### src/rtl/row_bias.sv
`default_nettype none
// ============================================================================
//  Module   : row_bias
//  Purpose  : Per-row value-order store feeding each tile's brute-force
//             search. Holds a permutation of the GRID_LEN one-hot symbol
//             values. The tile whose turn it is presents a one-hot rqindex
//             with an updaterowbias strobe; the selected entry appears on
//             rowbias one cycle later.
//
//             With ROW_BIAS_SHUFFLE_EN defined, every accepted start
//             reorders the permutation with an LFSR-driven Fisher-Yates
//             shuffle, so each solve explores values in a seed-dependent
//             order. Without it the store stays at the identity
//             permutation (ascending value order), start goes straight to
//             READY and seed is ignored.
//
//  Ports    : clock          in   1           clock
//             reset          in   1           synchronous, active-high reset
//             start          in   1           latch seed and begin shuffle
//             seed           in   LFSR_W      LFSR seed, sampled on start
//             ready          out  1           permutation stable
//             rqindex        in   GRID_LEN+1  one-hot entry select; the top
//                                             bit means "exhausted"
//             updaterowbias  in   1           lookup strobe from tile
//             rowbias        out  GRID_LEN    registered one-hot value
//
//  Config   : GRID_LEN comes from the grid_dimensions macro (default 9).
//             ROW_BIAS_SHUFFLE_EN enables the shuffle engine.
//
//  Revision : 1.0  initial release
// ============================================================================

`ifndef GRID_LEN
`define GRID_LEN 9
`endif

module row_bias #(
    // Fixed polynomial x^16+x^14+x^13+x^11+1: LFSR_W must be 16.
    parameter int                LFSR_W        = 16,
    parameter logic [LFSR_W-1:0] ZERO_SEED_SUB = 16'hACE1
) (
    input  logic                 clock,
    input  logic                 reset,
    input  logic                 start,
    input  logic [LFSR_W-1:0]    seed,
    output logic                 ready,
    input  logic [`GRID_LEN:0]   rqindex,
    input  logic                 updaterowbias,
    output logic [`GRID_LEN-1:0] rowbias
);

    localparam int c_GRID_LEN = `GRID_LEN;
    localparam int c_IDXW     = (c_GRID_LEN > 1) ? $clog2(c_GRID_LEN) : 1;

    localparam logic [c_GRID_LEN-1:0] c_ONE    = {{(c_GRID_LEN-1){1'b0}}, 1'b1};
    localparam logic [c_IDXW-1:0]     c_I_INIT = c_IDXW'(c_GRID_LEN - 1);
    localparam logic [c_IDXW-1:0]     c_I_LAST = c_IDXW'(1);

    typedef enum logic [1:0] {
        IDLE  = 2'd0,
        SHUF  = 2'd1,
        READY = 2'd2
    } state_t;

    state_t r_state;
    state_t w_state_nxt;
    logic   w_ready;
    logic   w_start_ok;

    // Current permutation as seen by the lookup path.
    logic [c_GRID_LEN-1:0] w_arr [c_GRID_LEN];
    logic [c_GRID_LEN-1:0] w_sel;

    assign w_start_ok = start && ((r_state == IDLE) || (r_state == READY));

`ifdef ROW_BIAS_SHUFFLE_EN
    // ------------------------------------------------------------------
    // Shuffle engine
    // ------------------------------------------------------------------
    logic [LFSR_W-1:0]     r_lfsr;
    logic [c_IDXW-1:0]     r_i;
    logic [c_GRID_LEN-1:0] r_arr [c_GRID_LEN];

    logic [LFSR_W-1:0]     w_lfsr_nxt;
    logic [LFSR_W-1:0]     w_seed_eff;
    logic [c_IDXW-1:0]     w_r;
    logic                  w_accept;
    logic                  w_unused_bits;

    // Fibonacci LFSR, shift left, taps 16/14/13/11 feed bit 0.
    assign w_lfsr_nxt = {r_lfsr[LFSR_W-2:0],
                         r_lfsr[15] ^ r_lfsr[13] ^ r_lfsr[12] ^ r_lfsr[10]};

    // An all-zero seed would lock the LFSR, so substitute a known value.
    assign w_seed_eff = (seed == '0) ? ZERO_SEED_SUB : seed;

    // Draw from the pre-shift value; draws above i are rejected and the
    // next LFSR state is tried on the following cycle.
    assign w_r      = r_lfsr[c_IDXW-1:0];
    assign w_accept = (r_state == SHUF) && (w_r <= r_i);

    assign w_unused_bits = rqindex[c_GRID_LEN];

    always_ff @(posedge clock) begin
        if (reset) begin
            r_lfsr <= ZERO_SEED_SUB;
            r_i    <= c_I_INIT;
            for (int k = 0; k < c_GRID_LEN; k++) begin
                r_arr[k] <= c_ONE << k;
            end
        end else begin
            if (w_start_ok) begin
                r_lfsr <= w_seed_eff;
                r_i    <= c_I_INIT;
            end else if (r_state == SHUF) begin
                r_lfsr <= w_lfsr_nxt;
                if (w_accept) begin
                    // Self-swap when r == i leaves the entry unchanged.
                    r_arr[r_i] <= r_arr[w_r];
                    r_arr[w_r] <= r_arr[r_i];
                    if (r_i != c_I_LAST) begin
                        r_i <= r_i - c_I_LAST;
                    end
                end
            end
        end
    end

    for (genvar k = 0; k < c_GRID_LEN; k++) begin : g_arr_view
        assign w_arr[k] = r_arr[k];
    end
`else
    // ------------------------------------------------------------------
    // Fixed identity order: entry k holds value 1<<k.
    // ------------------------------------------------------------------
    logic w_unused_bits;

    assign w_unused_bits = ^{seed, ZERO_SEED_SUB, rqindex[c_GRID_LEN]};

    for (genvar k = 0; k < c_GRID_LEN; k++) begin : g_arr_ident
        assign w_arr[k] = c_ONE << k;
    end
`endif

    // ------------------------------------------------------------------
    // Control FSM
    // ------------------------------------------------------------------
    always_ff @(posedge clock) begin
        if (reset) begin
            r_state <= IDLE;
        end else begin
            r_state <= w_state_nxt;
        end
    end

    always_comb begin
        w_state_nxt = r_state;
        w_ready     = 1'b0;
        case (r_state)
            IDLE: begin
                if (start) begin
`ifdef ROW_BIAS_SHUFFLE_EN
                    w_state_nxt = (c_GRID_LEN > 1) ? SHUF : READY;
`else
                    w_state_nxt = READY;
`endif
                end
            end
`ifdef ROW_BIAS_SHUFFLE_EN
            SHUF: begin
                // start is ignored here; the shuffle runs to completion.
                if (w_accept && (r_i == c_I_LAST)) begin
                    w_state_nxt = READY;
                end
            end
`endif
            READY: begin
                w_ready = 1'b1;
`ifdef ROW_BIAS_SHUFFLE_EN
                if (start && (c_GRID_LEN > 1)) begin
                    w_state_nxt = SHUF;
                end
`endif
            end
            default: begin
                w_state_nxt = IDLE;
            end
        endcase
    end

    assign ready = w_ready;

    // ------------------------------------------------------------------
    // Lookup path: OR of the selected entries. The exhausted bit is never
    // part of the OR, so it (and an all-zero select) yields zero.
    // ------------------------------------------------------------------
    always_comb begin
        w_sel = '0;
        for (int k = 0; k < c_GRID_LEN; k++) begin
            if (rqindex[k]) begin
                w_sel = w_sel | w_arr[k];
            end
        end
    end

    // Registered on the strobe edge from the permutation as it stood before
    // that edge, so a lookup coinciding with start sees the unshuffled order.
    always_ff @(posedge clock) begin
        if (reset) begin
            rowbias <= '0;
        end else if (updaterowbias) begin
            rowbias <= w_ready ? w_sel : '0;
        end
    end

endmodule

`default_nettype wire

### config.mk
export PLATFORM = sky130hd
export DESIGN_NAME = row_bias
export DESIGN_NICKNAME = d
export VERILOG_FILES = /design/src/rtl/row_bias.sv
export SDC_FILE = /design/constraint.sdc
export NUM_CORES = 1
export LEC_CHECK = 0
export ABC_AREA = 1
export BUFFER_PORTS_ARGS = -buffer_cell sky130_fd_sc_hd__buf_2
export CORE_AREA = 2 2 39 41
export CTS_BUF_LIST = sky130_fd_sc_hd__clkbuf_16
export CTS_CLUSTER_DIAMETER = 150
export DETAILED_ROUTE_END_ITERATION = 8
export DIE_AREA = 0 0 41 43
export PLACE_DENSITY = 0.66
export SLEW_MARGIN = 25
export SYNTH_ARGS = -nofsm -noshare
export SYNTH_HDL_FRONTEND = slang
export SYNTH_SLANG_ARGS = --single-unit
### constraint.sdc
create_clock -name clock -period 2.1 [get_ports clock]
set_input_delay 0.42 -clock clock [delete_from_list [all_inputs] [get_ports clock]]
set_output_delay 0.42 -clock clock [all_outputs]
set_load 0.02 [all_outputs]
Yosys cells after proc, flatten, opt, wreduce, memory -nomap -nowiden
Index checks and enable logic that the tools add are counted.
{"block": "totals", "register_bits": 11, "latchBits": 0, "ram_bits": 0, "rom_bits": 0, "in_bits": 30, "out_inout_bits": 10, "elab_cells": 20, "memories": 0}
{"block": "classes", "add_sub_neg": 0, "mul": 0, "div": 0, "n_lt_le_gt_ge": 0, "eq_ne": 2, "n_shift": 0, "mux": 13, "n_bitwise": 1, "reduce_logical": 2}
{"cell": "2-to-1 mux 9 bit", "count": 2}
{"cell": "2-to-1 mux 8 bit", "count": 1}
{"cell": "2-to-1 mux 7 bit", "count": 1}
{"cell": "2-to-1 mux 6 bit", "count": 1}
{"cell": "2-to-1 mux 5 bit", "count": 1}
{"cell": "2-to-1 mux 2 bit", "count": 2}
{"cell": "2-to-1 mux 4 bit", "count": 1}
{"cell": "one-hot mux 2 bit (2 select lines)", "count": 1}
{"cell": "2-to-1 mux 3 bit", "count": 1}
{"cell": "== test 2 bit, second input constant", "count": 1}
{"cell": "logical NOT 2 bit", "count": 1}
{"cell": "2-to-1 mux 1 bit", "count": 2}
{"cell": "inequality test 2 bit, second input constant", "count": 1}
{"cell": "AND reduction 2 bit", "count": 1}
{"cell": "inverter 1 bit", "count": 1}

Depth between registers and ports, before layout
Gate-level depths: netlist of run 1.
{"block": "logic_depth", "word_depth": 10, "ltp_mapped": 4, "mapped_depth_nobuf": 3}

Worst setup path before layout of run 1
Ideal clock, no wire load.
{"block": "synth_timing", "path_type": "register to register", "startpoint": "register r_state[1]", "endpoint": "register rowbias[0]", "t_arrival_ns": 0.780, "t_required_ns": 2.030, "setup_slack_ns": 1.251, "path_stages_with_launch": 4, "period_less_slack_ns": 0.849, "path_cell_list": "dfxtp_1 -> buf_4 -> nand3_1 -> a21oi_1"}
{"block": "synth_via", "elab_chain_cells": 3}
{"item": "from (decl)", "line": "65", "text": "state_t r_state;"}
{"item": "from (signal assigned)", "line": "152", "text": "r_state <= w_state_nxt;"}
{"item": "== test 2 bit", "line": "159", "text": "case (r_state)"}
{"item": "2-to-1 mux 1 bit", "line": "159"}
{"item": "2-to-1 mux 9 bit", "line": "212", "text": "rowbias <= w_ready ? w_sel : '0;"}
{"item": "to (signal assigned)", "line": "212"}
{"item": "to (decl)", "line": "49", "text": "output logic [`GRID_LEN-1:0] rowbias"}
No other way between the ends.
A chain may end at the register's enable or synchronous reset.

Worst setup path after layout of run 1
{"block": "layout_timing", "startpoint": "register r_state[1]", "endpoint": "output ready"}
{"block": "layout_via", "elab_chain_cells": 2}
{"item": "== test 2 bit", "line": "159"}
{"item": "2-to-1 mux 1 bit", "line": "159"}
{"item": "to (decl)", "line": "46", "text": "output logic ready,"}
No other way between the ends.

==> flow_summary.html, run 1 <==
<table>
<tr><th>Metric</th><th>Value</th></tr>
<tr><th colspan="2">Worst setup path</th></tr>
<tr><td>Endpoint required time on the critical path</td><td>about 1.7 ns</td></tr>
<tr><td>Slowest stage cell, crit path</td><td>dfxtp_1</td></tr>
<tr><td>Setup crit start kind</td><td>register</td></tr>
<tr><td>Critical path cell sequence</td><td>buf_2</td></tr>
<tr><td>Start point of the critical path</td><td>r_state[1]$_SDFFE_PP0P_</td></tr>
<tr><td>Crit Path Category</td><td>reg2out</td></tr>
<tr><td>Endpoint type of the worst setup path</td><td>primary output</td></tr>
<tr><td>Buffers and inverters on the worst path</td><td>1</td></tr>
<tr><td>Top cell family by delay on the critical path</td><td>flip-flops</td></tr>
<tr><td>Startpoint of the most critical register-to-register path</td><td>r_state[1]$_SDFFE_PP0P_</td></tr>
<tr><td>Max FO, Critical Path</td><td>11</td></tr>
<tr><td>Peak per-stage delay on the critical path</td><td>0.53 ns</td></tr>
<tr><td>Arrival time of the worst setup path</td><td>1.01 ns</td></tr>
<tr><th colspan="2">STA</th></tr>
<tr><td>Max transition margin</td><td>0.754</td></tr>
<tr><td>Total negative slack</td><td>0 ns</td></tr>
<tr><td>Final setup violation count</td><td>0</td></tr>
<tr><td>Minimum clock period after layout</td><td>~1.4 ns</td></tr>
<tr><td>Setup repair after global routing missed its margin</td><td>no</td></tr>
<tr><td>Part of the cycle the worst path needs</td><td>0.679</td></tr>
<tr><td>Worst Max-Slew Pin Slew</td><td>0.368 ns</td></tr>
<tr><td>Final slew viol count</td><td>0</td></tr>
<tr><td>Final Hold Vio Count</td><td>0</td></tr>
<tr><td>Max frequency</td><td>approximately 0.70 GHz</td></tr>
<tr><td>Layout Skew</td><td>0.000549 ns</td></tr>
<tr><th colspan="2">Route</th></tr>
<tr><td>DRC violation total after the first TritonRoute iteration</td><td>2</td></tr>
<tr><td>Vias per std cell</td><td>4.32</td></tr>
<tr><td>First-pass detailed-route iteration total</td><td>3</td></tr>
<tr><td>Count of unresolved DRC violations after routing</td><td>0</td></tr>
<tr><td>WL final</td><td>890 um</td></tr>
<tr><td>Average detailed-routed wire length per instance</td><td>between 10 and 15 um</td></tr>
<tr><td>Number of antenna-violating nets in the routed design</td><td>0</td></tr>
<tr><td>Routed vias</td><td>354</td></tr>
<tr><th colspan="2">Floorplanning</th></tr>
<tr><td>Row count</td><td>14</td></tr>
<tr><td>X dimension of the die</td><td>41 um</td></tr>
<tr><td>Die height</td><td>43 um</td></tr>
<tr><td>IO Count</td><td>40</td></tr>
<tr><td>Die ar.</td><td>around 1800 um^2</td></tr>
<tr><td>Initial Utilization</td><td>0.263</td></tr>
<tr><td>Floorplan Core Area</td><td>1380 um^2</td></tr>
<tr><th colspan="2">Global routing</th></tr>
<tr><td>Maximum number of pins on one net before global-route repair</td><td>12</td></tr>
<tr><td>Total GRT Usage</td><td>0.120</td></tr>
<tr><td>Global-route wire length before repair</td><td>1350 um</td></tr>
<tr><td>Number of antenna violations at the first check in global routing</td><td>0</td></tr>
<tr><td>Via count of the first global-routing pass</td><td>334</td></tr>
<tr><td>Global route total overflow</td><td>0</td></tr>
<tr><th colspan="2">Layout</th></tr>
<tr><td>Final core utilization</td><td>0.397</td></tr>
<tr><td>Antenna diode count</td><td>0</td></tr>
<tr><td>Commonest non-fill, non-tap cell in the layout</td><td>buf_2</td></tr>
<tr><td>Number of nets in the finished design</td><td>97</td></tr>
<tr><td>Proportion of layout cells with a drive suffix above 1</td><td>0.394</td></tr>
<tr><td>Synth-to-layout area growth</td><td>50.9%</td></tr>
<tr><td>Filler instances</td><td>164</td></tr>
<tr><td>Commonest cells after routing, fill and taps aside</td><td>buf_2 (22), dfxtp_1 (10), nand3_1 (9), nand2_1 (9), a21oi_1 (9)</td></tr>
<tr><th colspan="2">CTS</th></tr>
<tr><td>Clock tree from TritonCTS</td><td>yes</td></tr>
<tr><td>Count of instances resized after the clock tree is built</td><td>0</td></tr>
<tr><td>Hold bufs inserted after CTS</td><td>0</td></tr>
<tr><td># H-tree levels</td><td>1</td></tr>
<tr><td>Number of buffers inserted by post-CTS setup repair</td><td>0</td></tr>
<tr><td>CTS Buffer Depth</td><td>2</td></tr>
<tr><td>Root buffer selected by CTS</td><td>clkbuf_16</td></tr>
<tr><td>Number of buffers added by the clock tree synthesis step</td><td>3</td></tr>
<tr><td>Source-to-sink clock delay at the later pin of the worst-skew pair</td><td>around 0.23 ns</td></tr>
<tr><td>CTS clock-pin slew for the worst setup and hold paths</td><td>0.04 ns</td></tr>
<tr><td>Clk sink count</td><td>10</td></tr>
<tr><th colspan="2">Yosys</th></tr>
<tr><td>Netlist Area Pre-Place</td><td>364 um^2</td></tr>
<tr><td>Top cells by area in the synthesized netlist</td><td>dfxtp_1 (55%), a21oi_1 (12%), nand3_1 (12%)</td></tr>
<tr><td>Distinct cell type count after synthesis</td><td>9</td></tr>
<tr><td>Mean area per synthesized cell</td><td>roughly 8.5 um^2</td></tr>
<tr><td>Instance count of the mapped netlist</td><td>43</td></tr>
<tr><td>Cell taking the most area after synthesis</td><td>dfxtp_1</td></tr>
<tr><td>Post-synthesis register bit count</td><td>10</td></tr>
<tr><td>Sequential area share after synthesis</td><td>0.550</td></tr>
<tr><td>Post-Syn Nets</td><td>73</td></tr>
<tr><td>Area share of the largest cell type after synthesis</td><td>0.550</td></tr>
<tr><td>Total number of yosys warnings</td><td>0</td></tr>
<tr><th colspan="2">Place</th></tr>
<tr><td>Input/output buffers</td><td>22</td></tr>
<tr><td>GPL Wtd Cong</td><td>about 0.62</td></tr>
<tr><td>Hpwl dp</td><td>between 600 and 700 um</td></tr>
<tr><th colspan="2">Power</th></tr>
<tr><td>LEAKAGE</td><td>0.252 nW</td></tr>
<tr><td>Areal power density over the cells</td><td>about 1100 nW/um^2</td></tr>
<tr><td>Maximum vdd drop</td><td>0.496 mV</td></tr>
<tr><th colspan="2">Worst hold path</th></tr>
<tr><td>Worst hold path class</td><td>in2reg</td></tr>
<tr><td>Worst hold path startpoint</td><td>start</td></tr>
<tr><th colspan="2">Run</th></tr>
<tr><td>Reported max-cap violation count</td><td>0</td></tr>
<tr><th colspan="2">Outcome</th></tr>
<tr><td>Outcome</td><td>finished clean</td></tr>
</table>
-- sequential cells by signal, indices dropped and copies added (netlist names) --
| signal | count |
|---|---|
| rowbias | 9 |
| r_state | 1 |
-- per-stage QoR --
| stage | total power [mW] | setup WS (ns) | hold WS [ns] | instance area, um^2 | cells |
|---|---|---|---|---|---|
| after detailed placement | 0.251 | 0.912 | 0.455 | 470 | 78 |
| after global placement | 0.250 | 0.901 | 0.450 | 470 | 78 |
| final | 0.582 | 0.675 | 0.385 | 549 | 82 |
| after global routing | 0.608 | 0.628 | 0.422 | 549 | 82 |
| after floorplan | 0.233 | 1.25 | 0.536 | 364 | 43 |
| after CTS | 0.596 | 0.655 | 0.384 | 549 | 82 |
-- final cells by class --
cell class                      count  area (um^2)  share of cell area
Clock buffer                        3         75.1               0.137
Sequential cell                    10          200               0.364
Tap cell                           16         20.0              0.0364
Timing Repair Buffer               22          110               0.200
Clock inverter                      1         3.75             0.00683
Multi-Input combinational cell     29          131               0.239
Inverter                            1         8.76              0.0159
-- synth_stat cells (all sizes together) --
cell type / instances
a21oi: 9
buf: 2
clkbuf: 1
clkinv: 1
dfxtp: 10
nand2: 9
nand3: 9
nor2: 2
-- logic make-up after synthesis --
group           count (synthesis)  synth area share
flops                          10             0.550
buf+inv                         4            0.0893
compound gates                  9             0.124
simple gates                   20             0.237
-- final timing paths --
kind	slack [ns]	endpoint	cells after the start
hold / removal	0.39	r_state[1]$_SDFFE_PP0P_	3
setup reg to reg	1.23	rowbias[2]$_SDFFE_PP0P_	2
setup / recovery	0.67	ready	1
hold reg to reg	0.46	rowbias[8]$_SDFFE_PP0P_	2
-- worst reg2reg max path, stage by stage (launching register included) --
cell	delay (ns)
dfxtp_1	0.53
nand3_1	0.12
a21oi_1	0.15
-- power by group --
| part | switching (mW) | internal (mW) | total (mW) |
|---|---|---|---|
| combinational | 0.0256 | 0.0176 | 0.0432 |
| clock | 0.0853 | 0.249 | 0.334 |
| sequential | 0.00635 | 0.198 | 0.204 |
-- metal layers --
layer	vias up	share of wire	global-route usage
met2	10	0.53	0.178
li1	192	-	-
met3	0	0.072	0.0471
met4	0	0	0.0800
met1	152	0.39	0.134
met5	-	0	0
No activity file was read; power rests on OpenSTA's default activity.
==> run 2: changes to the inputs <==
- CORE_AREA: 2 2 39 41 -> unset
- CORE_MARGIN: unset -> 2
- CORE_UTILIZATION: unset -> 28
- DIE_AREA: 0 0 41 43 -> unset
- PLACE_DENSITY: 0.66 -> 0.7
- clock period: 2.1 -> 1.1 ns (I/O delays scaled with it)
==> flow_summary.html, run 2 (same netlist as run 1, synthesis figures left out) <==
<table>
<tr><th>Metric</th><th>Value</th></tr>
<tr><th colspan="2">Worst setup path</th></tr>
<tr><td>Endpoint type of the worst setup path</td><td>primary output</td></tr>
<tr><td>Cell count of the worst reg-to-reg path</td><td>3</td></tr>
<tr><td>Arrival time of the worst setup path</td><td>0.77 ns</td></tr>
<tr><td>Peak per-stage delay on the critical path</td><td>0.37 ns</td></tr>
<tr><td>Number of gates on the worst path with buffers counted</td><td>1</td></tr>
<tr><td>Top cell family by delay on the critical path</td><td>flip-flops</td></tr>
<tr><td>Setup crit start kind</td><td>register</td></tr>
<tr><td>Buffers and inverters on the worst path</td><td>1</td></tr>
<tr><td>Critical path cell sequence</td><td>buf_2</td></tr>
<tr><td>Slowest stage cell, crit path</td><td>dfxtp_2</td></tr>
<tr><td>Max FO, Critical Path</td><td>6</td></tr>
<tr><td>Endpoint required time on the critical path</td><td>0.88 ns</td></tr>
<tr><td>Crit Path Category</td><td>reg2out</td></tr>
<tr><th colspan="2">Layout</th></tr>
<tr><td>Proportion of layout cells with a drive suffix above 1</td><td>0.418</td></tr>
<tr><td>Final core utilization</td><td>0.481</td></tr>
<tr><td>FF+latch area</td><td>201 um^2</td></tr>
<tr><td>Commonest non-fill, non-tap cell in the layout</td><td>buf_2</td></tr>
<tr><td>Register bank with the most flops</td><td>rowbias</td></tr>
<tr><td>Number of nets in the finished design</td><td>roughly 100</td></tr>
<tr><td>Synth-to-layout area growth</td><td>52.6%</td></tr>
<tr><td>Multi-input gate area in the final layout</td><td>about 130 um^2</td></tr>
<tr><td>Filler instances</td><td>111</td></tr>
<tr><td>Finished Cell Area</td><td>556 um^2</td></tr>
<tr><td>Antenna diode count</td><td>0</td></tr>
<tr><td>Commonest cells after routing, fill and taps aside</td><td>buf_2 (22), nand3_1 (9), nand2_1 (9), a21oi_1 (9), dfxtp_1 (9)</td></tr>
<tr><td>Biggest registers after layout</td><td>rowbias: 9 flops, r_state: 1 flops</td></tr>
<tr><td>Flip-flop count of the largest register, all copies and words added</td><td>9</td></tr>
<tr><th colspan="2">Floorplanning</th></tr>
<tr><td>Initial Utilization</td><td>0.315</td></tr>
<tr><td>X dimension of the die</td><td>40.1 um</td></tr>
<tr><td>Die ar.</td><td>1600 um^2</td></tr>
<tr><td>Row count</td><td>12</td></tr>
<tr><td>Die height</td><td>roughly 40 um</td></tr>
<tr><td>Floorplan Core Area</td><td>1160 um^2</td></tr>
<tr><td>IO Count</td><td>40</td></tr>
<tr><th colspan="2">Power</th></tr>
<tr><td>Gate power share</td><td>0.081</td></tr>
<tr><td>Switching fraction of total power</td><td>0.202</td></tr>
<tr><td>Maximum vdd drop</td><td>0.649 mV</td></tr>
<tr><td>Reg power frac</td><td>0.346</td></tr>
<tr><td>Part of the total power dissipated in the clock network</td><td>0.572</td></tr>
<tr><td>LEAKAGE</td><td>0.257 nW</td></tr>
<tr><td>Cell internal pwr</td><td>0.891 mW</td></tr>
<tr><td>Areal power density over the cells</td><td>2010 nW/um^2</td></tr>
<tr><td>Sw power</td><td>0.226 mW</td></tr>
<tr><th colspan="2">STA</th></tr>
<tr><td>Final Hold Vio Count</td><td>0</td></tr>
<tr><td>Total negative slack</td><td>0 ns</td></tr>
<tr><td>Final setup violation count</td><td>0</td></tr>
<tr><td>Final slew viol count</td><td>0</td></tr>
<tr><td>Crit path setup slack, layout</td><td>approximately 0.11 ns</td></tr>
<tr><td>Layout Skew</td><td>0.00289 ns</td></tr>
<tr><td>Max transition margin</td><td>0.851</td></tr>
<tr><td>Minimum clock period after layout</td><td>between 0.9 and 1 ns</td></tr>
<tr><td>Part of the cycle the worst path needs</td><td>0.904</td></tr>
<tr><td>Max frequency</td><td>1.01 GHz</td></tr>
<tr><td>Worst Max-Slew Pin Slew</td><td>0.224 ns</td></tr>
<tr><td>Setup repair after global routing missed its margin</td><td>no</td></tr>
<tr><th colspan="2">Global routing</th></tr>
<tr><td>Maximum number of pins on one net before global-route repair</td><td>11</td></tr>
<tr><td>Global-route wire length before repair</td><td>1290 um</td></tr>
<tr><td>Number of antenna violations at the first check in global routing</td><td>0</td></tr>
<tr><td>Total GRT Usage</td><td>0.126</td></tr>
<tr><td>Via count of the first global-routing pass</td><td>around 300</td></tr>
<tr><td>Global route total overflow</td><td>0</td></tr>
<tr><th colspan="2">CTS</th></tr>
<tr><td>Number of buffers inserted by post-CTS setup repair</td><td>0</td></tr>
<tr><td>CTS clock-pin slew for the worst setup and hold paths</td><td>roughly 0.04 ns</td></tr>
<tr><td># H-tree levels</td><td>1</td></tr>
<tr><td>Root buffer selected by CTS</td><td>clkbuf_16</td></tr>
<tr><td>Clk sink count</td><td>10</td></tr>
<tr><td>Number of buffers added by the clock tree synthesis step</td><td>3</td></tr>
<tr><td>Source-to-sink clock delay at the later pin of the worst-skew pair</td><td>between 0.2 and 0.25 ns</td></tr>
<tr><td>Clock tree from TritonCTS</td><td>yes</td></tr>
<tr><td>CTS Buffer Depth</td><td>2</td></tr>
<tr><th colspan="2">Route</th></tr>
<tr><td>Number of antenna-violating nets in the routed design</td><td>0</td></tr>
<tr><td>DRC violation total after the first TritonRoute iteration</td><td>5</td></tr>
<tr><td>Average detailed-routed wire length per instance</td><td>about 11 um</td></tr>
<tr><td>First-pass detailed-route iteration total</td><td>4</td></tr>
<tr><td>Vias per std cell</td><td>4.69</td></tr>
<tr><td>WL final</td><td>roughly 900 um</td></tr>
<tr><td>Routed vias</td><td>380</td></tr>
<tr><td>Count of unresolved DRC violations after routing</td><td>0</td></tr>
<tr><th colspan="2">Place</th></tr>
<tr><td>Input/output buffers</td><td>22</td></tr>
<tr><td>GPL Wtd Cong</td><td>0.644</td></tr>
<tr><td>Worst-case setup slack after placement</td><td>0.163 ns</td></tr>
<tr><td>Placed inst area</td><td>475 um^2</td></tr>
<tr><th colspan="2">Outcome</th></tr>
<tr><td>Outcome</td><td>finished clean</td></tr>
<tr><th colspan="2">Worst hold path</th></tr>
<tr><td>Worst hold path class</td><td>in2reg</td></tr>
<tr><td>Hold Path Stages</td><td>3</td></tr>
<tr><th colspan="2">Run</th></tr>
<tr><td>Reported max-cap violation count</td><td>0</td></tr>
</table>
-- run 2: cell types whose count changed in the layout (fill, tap and decap cells not counted) --
cell / change
buf_4: +1
dfxtp_1: -1
dfxtp_2: +1
-- run 2: power groups by stage --
stage          clock network [mW]  registers, mW  logic (mW)
2_1_floorplan                   0          0.405      0.0403
3_3_place_gp                    0          0.392      0.0898
3_5_place_dp                    0          0.392      0.0904
4_1_cts                     0.649          0.386      0.0916
5_1_grt                     0.657          0.388      0.0993
6_report                    0.639          0.387      0.0908
-- run 2: layout make-up --
| type | instances | area share |
|---|---|---|
| repair buffers | 23 | 0.212 |
| clock buffers | 3 | 0.135 |
| inverters | 1 | 0.0158 |
| well taps | 14 | 0.0315 |
| flip-flops and latches | 10 | 0.363 |
| multi-input cells | 29 | 0.236 |
| clock inverters | 1 | 0.00676 |
-- run 2: worst paths after layout --
check	start	end	slack, ns
max	r_state[1]$_SDFFE_PP0P_	ready	0.11
max reg2reg	r_state[1]$_SDFFE_PP0P_	rowbias[1]$_SDFFE_PP0P_	0.24
min	start	r_state[1]$_SDFFE_PP0P_	0.19
min reg2reg	rowbias[3]$_SDFFE_PP0P_	rowbias[3]$_SDFFE_PP0P_	0.46
-- run 2: routing by layer --
metal	part of all wire	track usage	wire length (um)
met5	0	0	0
met4	0.0067	0.0776	6
met3	0.10	0.0500	91
met2	0.46	0.190	411
met1	0.43	0.147	390
-- run 2: timing repair --
item	4_1_cts	5_1_grt
gates resized for setup	0	1
hold buffers	0	0
endpoints found under the setup margin	0	1
-- run 2: metrics by stage --
step	std cells	power (mW)	hold slack [ns]
floorplan	43	0.446	0.336
global placement	77	0.481	0.426
detailed placement	77	0.483	0.433
CTS	81	1.13	0.195
global route	81	1.14	0.216
finish	81	1.12	0.193
==> run 3: changes to the inputs <==
- ABC_AREA: 1 -> 0
- CORE_ASPECT_RATIO: unset -> 0.9
- CORE_UTILIZATION: 28 -> 32
- PLACE_DENSITY: 0.7 -> 0.72
- RECOVER_POWER: unset -> 50
==> flow_summary.html, run 3 <==
<table>
<tr><th>Metric</th><th>Value</th></tr>
<tr><th colspan="2">Outcome</th></tr>
<tr><td>Outcome</td><td>finished clean</td></tr>
<tr><th colspan="2">Yosys</th></tr>
<tr><td>Sequential area share after synthesis</td><td>0.426</td></tr>
<tr><td>Cell taking the most area after synthesis</td><td>dfxtp_1</td></tr>
<tr><td>Post-synthesis register bit count</td><td>10</td></tr>
<tr><td>Top cells by area in the synthesized netlist</td><td>dfxtp_1 (43%), nand3_2 (19%), a21oi_2 (17%)</td></tr>
<tr><td>Count of flip-flops with a built-in enable after synthesis</td><td>0</td></tr>
<tr><td>Area share of the largest cell type after synthesis</td><td>0.426</td></tr>
<tr><td>Most frequent cell after synthesis</td><td>dfxtp_1</td></tr>
<tr><td>Post-Syn Nets</td><td>72</td></tr>
<tr><td>Netlist Area Pre-Place</td><td>470 um^2</td></tr>
<tr><td>Mean area per synthesized cell</td><td>11.2 um^2</td></tr>
<tr><td>Distinct cell type count after synthesis</td><td>8</td></tr>
<tr><td>Total number of yosys warnings</td><td>0</td></tr>
<tr><td>Post-synthesis async set-or-reset flop share</td><td>0</td></tr>
<tr><td>Instance count of the mapped netlist</td><td>42</td></tr>
<tr><td>Post-synth top cells</td><td>dfxtp_1 (10), a21oi_2 (9), nand3_2 (9)</td></tr>
<tr><td>Post-synth top flop</td><td>dfxtp_1</td></tr>
<tr><th colspan="2">STA</th></tr>
<tr><td>Worst hold slack</td><td>0.194 ns</td></tr>
<tr><td>Part of the cycle the worst path needs</td><td>0.880</td></tr>
<tr><td>Worst Max-Slew Pin Slew</td><td>~0.34 ns</td></tr>
<tr><td>Total negative slack</td><td>0 ns</td></tr>
<tr><td>Layout Skew</td><td>0.00358 ns</td></tr>
<tr><td>Minimum clock period after layout</td><td>0.968 ns</td></tr>
<tr><td>Final Hold Vio Count</td><td>0</td></tr>
<tr><td>Max transition margin</td><td>0.773</td></tr>
<tr><td>Final setup violation count</td><td>0</td></tr>
<tr><td>Setup repair after global routing missed its margin</td><td>no</td></tr>
<tr><td>Final slew viol count</td><td>0</td></tr>
<tr><td>Max frequency</td><td>approximately 1.0 GHz</td></tr>
<tr><th colspan="2">CTS</th></tr>
<tr><td># H-tree levels</td><td>1</td></tr>
<tr><td>Number of buffers inserted by post-CTS setup repair</td><td>0</td></tr>
<tr><td>Root buffer selected by CTS</td><td>clkbuf_16</td></tr>
<tr><td>Source-to-sink clock delay at the later pin of the worst-skew pair</td><td>0.24 ns</td></tr>
<tr><td>Number of buffers added by the clock tree synthesis step</td><td>3</td></tr>
<tr><td>Count of instances resized after the clock tree is built</td><td>0</td></tr>
<tr><td>CTS clock-pin slew for the worst setup and hold paths</td><td>0.04 ns</td></tr>
<tr><td>Clk sink count</td><td>10</td></tr>
<tr><td>Clock tree from TritonCTS</td><td>yes</td></tr>
<tr><td>CTS Buffer Depth</td><td>2</td></tr>
<tr><td>Hold bufs inserted after CTS</td><td>0</td></tr>
<tr><th colspan="2">Power</th></tr>
<tr><td>Part of the total power dissipated in the clock network</td><td>0.565</td></tr>
<tr><td>LEAKAGE</td><td>0.264 nW</td></tr>
<tr><td>Sw power</td><td>between 0.2 and 0.25 mW</td></tr>
<tr><td>Reg power frac</td><td>0.339</td></tr>
<tr><td>Switching fraction of total power</td><td>0.208</td></tr>
<tr><td>Maximum vdd drop</td><td>1.02 mV</td></tr>
<tr><td>Cell internal pwr</td><td>0.898 mW</td></tr>
<tr><td>Gate power share</td><td>0.096</td></tr>
<tr><td>Areal power density over the cells</td><td>1790 nW/um^2</td></tr>
<tr><th colspan="2">Place</th></tr>
<tr><td>GPL Wtd Cong</td><td>roughly 0.62</td></tr>
<tr><td>Hpwl dp</td><td>a little over 600 um</td></tr>
<tr><td>Placed insts</td><td>78</td></tr>
<tr><td>Input/output buffers</td><td>22</td></tr>
<tr><th colspan="2">Floorplanning</th></tr>
<tr><td>IO Count</td><td>40</td></tr>
<tr><td>Die height</td><td>40.4 um</td></tr>
<tr><td>Initial Utilization</td><td>0.332</td></tr>
<tr><td>X dimension of the die</td><td>~44 um</td></tr>
<tr><td>Die ar.</td><td>1790 um^2</td></tr>
<tr><td>Floorplan Core Area</td><td>1420 um^2</td></tr>
<tr><td>Row count</td><td>13</td></tr>
<tr><th colspan="2">Layout</th></tr>
<tr><td>Flip-flop count of the largest register, all copies and words added</td><td>9</td></tr>
<tr><td>Post-route insts no fill</td><td>82</td></tr>
<tr><td>Biggest registers after layout</td><td>rowbias: 9 flops, r_state: 1 flops</td></tr>
<tr><td>Multi-input gate area in the final layout</td><td>around 220 um^2</td></tr>
<tr><td>FF+latch area</td><td>about 200 um^2</td></tr>
<tr><td>Synth-to-layout area growth</td><td>34.8%</td></tr>
<tr><td>Commonest non-fill, non-tap cell in the layout</td><td>buf_2</td></tr>
<tr><td>Number of nets in the finished design</td><td>about 100</td></tr>
<tr><td>Filler instances</td><td>approximately 150</td></tr>
<tr><td>Register bank with the most flops</td><td>rowbias</td></tr>
<tr><td>Antenna diode count</td><td>0</td></tr>
<tr><td>Commonest cells after routing, fill and taps aside</td><td>buf_2 (22), dfxtp_1 (10), nand3_2 (8), nand2b_1 (5), a21oi_1 (5)</td></tr>
<tr><td>Proportion of layout cells with a drive suffix above 1</td><td>0.612</td></tr>
<tr><th colspan="2">Route</th></tr>
<tr><td>Average detailed-routed wire length per instance</td><td>10.8 um</td></tr>
<tr><td>First-pass detailed-route iteration total</td><td>2</td></tr>
<tr><td>DRC violation total after the first TritonRoute iteration</td><td>4</td></tr>
<tr><td>Vias per std cell</td><td>4.77</td></tr>
<tr><td>Routed vias</td><td>391</td></tr>
<tr><td>Number of antenna-violating nets in the routed design</td><td>0</td></tr>
<tr><td>Count of unresolved DRC violations after routing</td><td>0</td></tr>
<tr><td>WL final</td><td>887 um</td></tr>
<tr><th colspan="2">Worst setup path</th></tr>
<tr><td>Arrival time of the worst setup path</td><td>0.75 ns</td></tr>
<tr><td>Setup crit start kind</td><td>register</td></tr>
<tr><td>Critical path cell sequence</td><td>buf_2</td></tr>
<tr><td>Endpoint type of the worst setup path</td><td>primary output</td></tr>
<tr><td>Cell count of the worst reg-to-reg path</td><td>3</td></tr>
<tr><td>Crit Path Category</td><td>reg2out</td></tr>
<tr><td>Peak per-stage delay on the critical path</td><td>~0.34 ns</td></tr>
<tr><td>Buffers and inverters on the worst path</td><td>1</td></tr>
<tr><td>Max FO, Critical Path</td><td>2</td></tr>
<tr><td>Flop-to-flop setup slack</td><td>0.14 ns</td></tr>
<tr><td>Endpoint required time on the critical path</td><td>around 0.88 ns</td></tr>
<tr><td>Top cell family by delay on the critical path</td><td>flip-flops</td></tr>
<tr><td>Start point of the critical path</td><td>rowbias[5]$_SDFFE_PP0P_</td></tr>
<tr><td>Slowest stage cell, crit path</td><td>dfxtp_1</td></tr>
<tr><td>Reg-to-reg endpoint</td><td>rowbias[1]$_SDFFE_PP0P_</td></tr>
<tr><td>Startpoint of the most critical register-to-register path</td><td>r_state[1]$_SDFFE_PP0P_</td></tr>
<tr><th colspan="2">Worst hold path</th></tr>
<tr><td>Worst hold path startpoint</td><td>start</td></tr>
<tr><td>Worst min-delay path endpoint</td><td>r_state[1]$_SDFFE_PP0P_</td></tr>
<tr><td>Hold Path Stages</td><td>3</td></tr>
<tr><td>Worst hold path class</td><td>in2reg</td></tr>
<tr><th colspan="2">Global routing</th></tr>
<tr><td>Global route total overflow</td><td>0</td></tr>
<tr><td>Maximum number of pins on one net before global-route repair</td><td>19</td></tr>
<tr><td>Number of antenna violations at the first check in global routing</td><td>0</td></tr>
<tr><td>Global-route wire length before repair</td><td>around 1500 um</td></tr>
<tr><td>Total GRT Usage</td><td>0.127</td></tr>
<tr><td>Via count of the first global-routing pass</td><td>approximately 330</td></tr>
<tr><th colspan="2">Run</th></tr>
<tr><td>Reported max-cap violation count</td><td>0</td></tr>
</table>
## run 3: cell count changes after synthesis, sizes merged
cell,before,now
nand2,9,0
nand2b,0,9
buf,2,3
clkbuf,1,0
clkinv,1,0
## run 3: power groups by stage
stage	combinational (mW)	clock (mW)	sequential (mW)
floorplan	0.0615	0	0.407
global placement	0.119	0	0.390
detailed placement	0.120	0	0.390
CTS	0.121	0.655	0.385
global route	0.118	0.683	0.385
finish	0.109	0.642	0.384
## run 3: metrics by stage
| stage | power (mW) | worst slack [ns] | util | cell area, um^2 |
|---|---|---|---|---|
| after floorplan | 0.468 | 0.220 | - | 470 |
| after global placement | 0.510 | 0.220 | 0.415 | 587 |
| after detailed placement | 0.511 | 0.214 | 0.415 | 587 |
| after CTS | 1.16 | 0.127 | 0.470 | 666 |
| after global routing | 1.19 | 0.0522 | 0.448 | 634 |
| final | 1.13 | 0.132 | 0.448 | 634 |
## run 3: kinds of logic (layout without fill, tap and decap cells)
| logic type | Yosys count | in the layout | synth area share |
|---|---|---|---|
| compound gates | 9 | 9 | 0.168 |
| buf+inv | 3 | 28 | 0.0585 |
| flops | 10 | 10 | 0.426 |
| simple gates | 20 | 20 | 0.348 |
## run 3: area by class of cell
| class | count | area share |
|---|---|---|
| Clock buffer | 3 | 0.118 |
| Sequential cell | 10 | 0.316 |
| Timing Repair Buffer | 24 | 0.185 |
| Clock inverter | 1 | 0.00592 |
| Tap cell | 15 | 0.0296 |
| Multi-Input combinational cell | 29 | 0.345 |
## run 3: per-layer routing
metal | vias to the layer above | routed length (um) | track usage
met4 | 0 | 8 | 0.0909
li1 | 191 | - | -
met1 | 182 | 367 | 0.147
met2 | 16 | 433 | 0.188
met5 | - | 0 | 0
met3 | 2 | 78 | 0.0586
## run 3: how the worst max path moves through the flow
stage	endpoint	depth (start not counted)
after floorplan	rowbias[0]$_SDFFE_PP0P_	3
after global placement	rowbias[7]$_SDFFE_PP0P_	3
after detailed placement	rowbias[6]$_SDFFE_PP0P_	3
after CTS	rowbias[5]	1
after global routing	rowbias[3]$_SDFFE_PP0P_	3
final	rowbias[5]	1
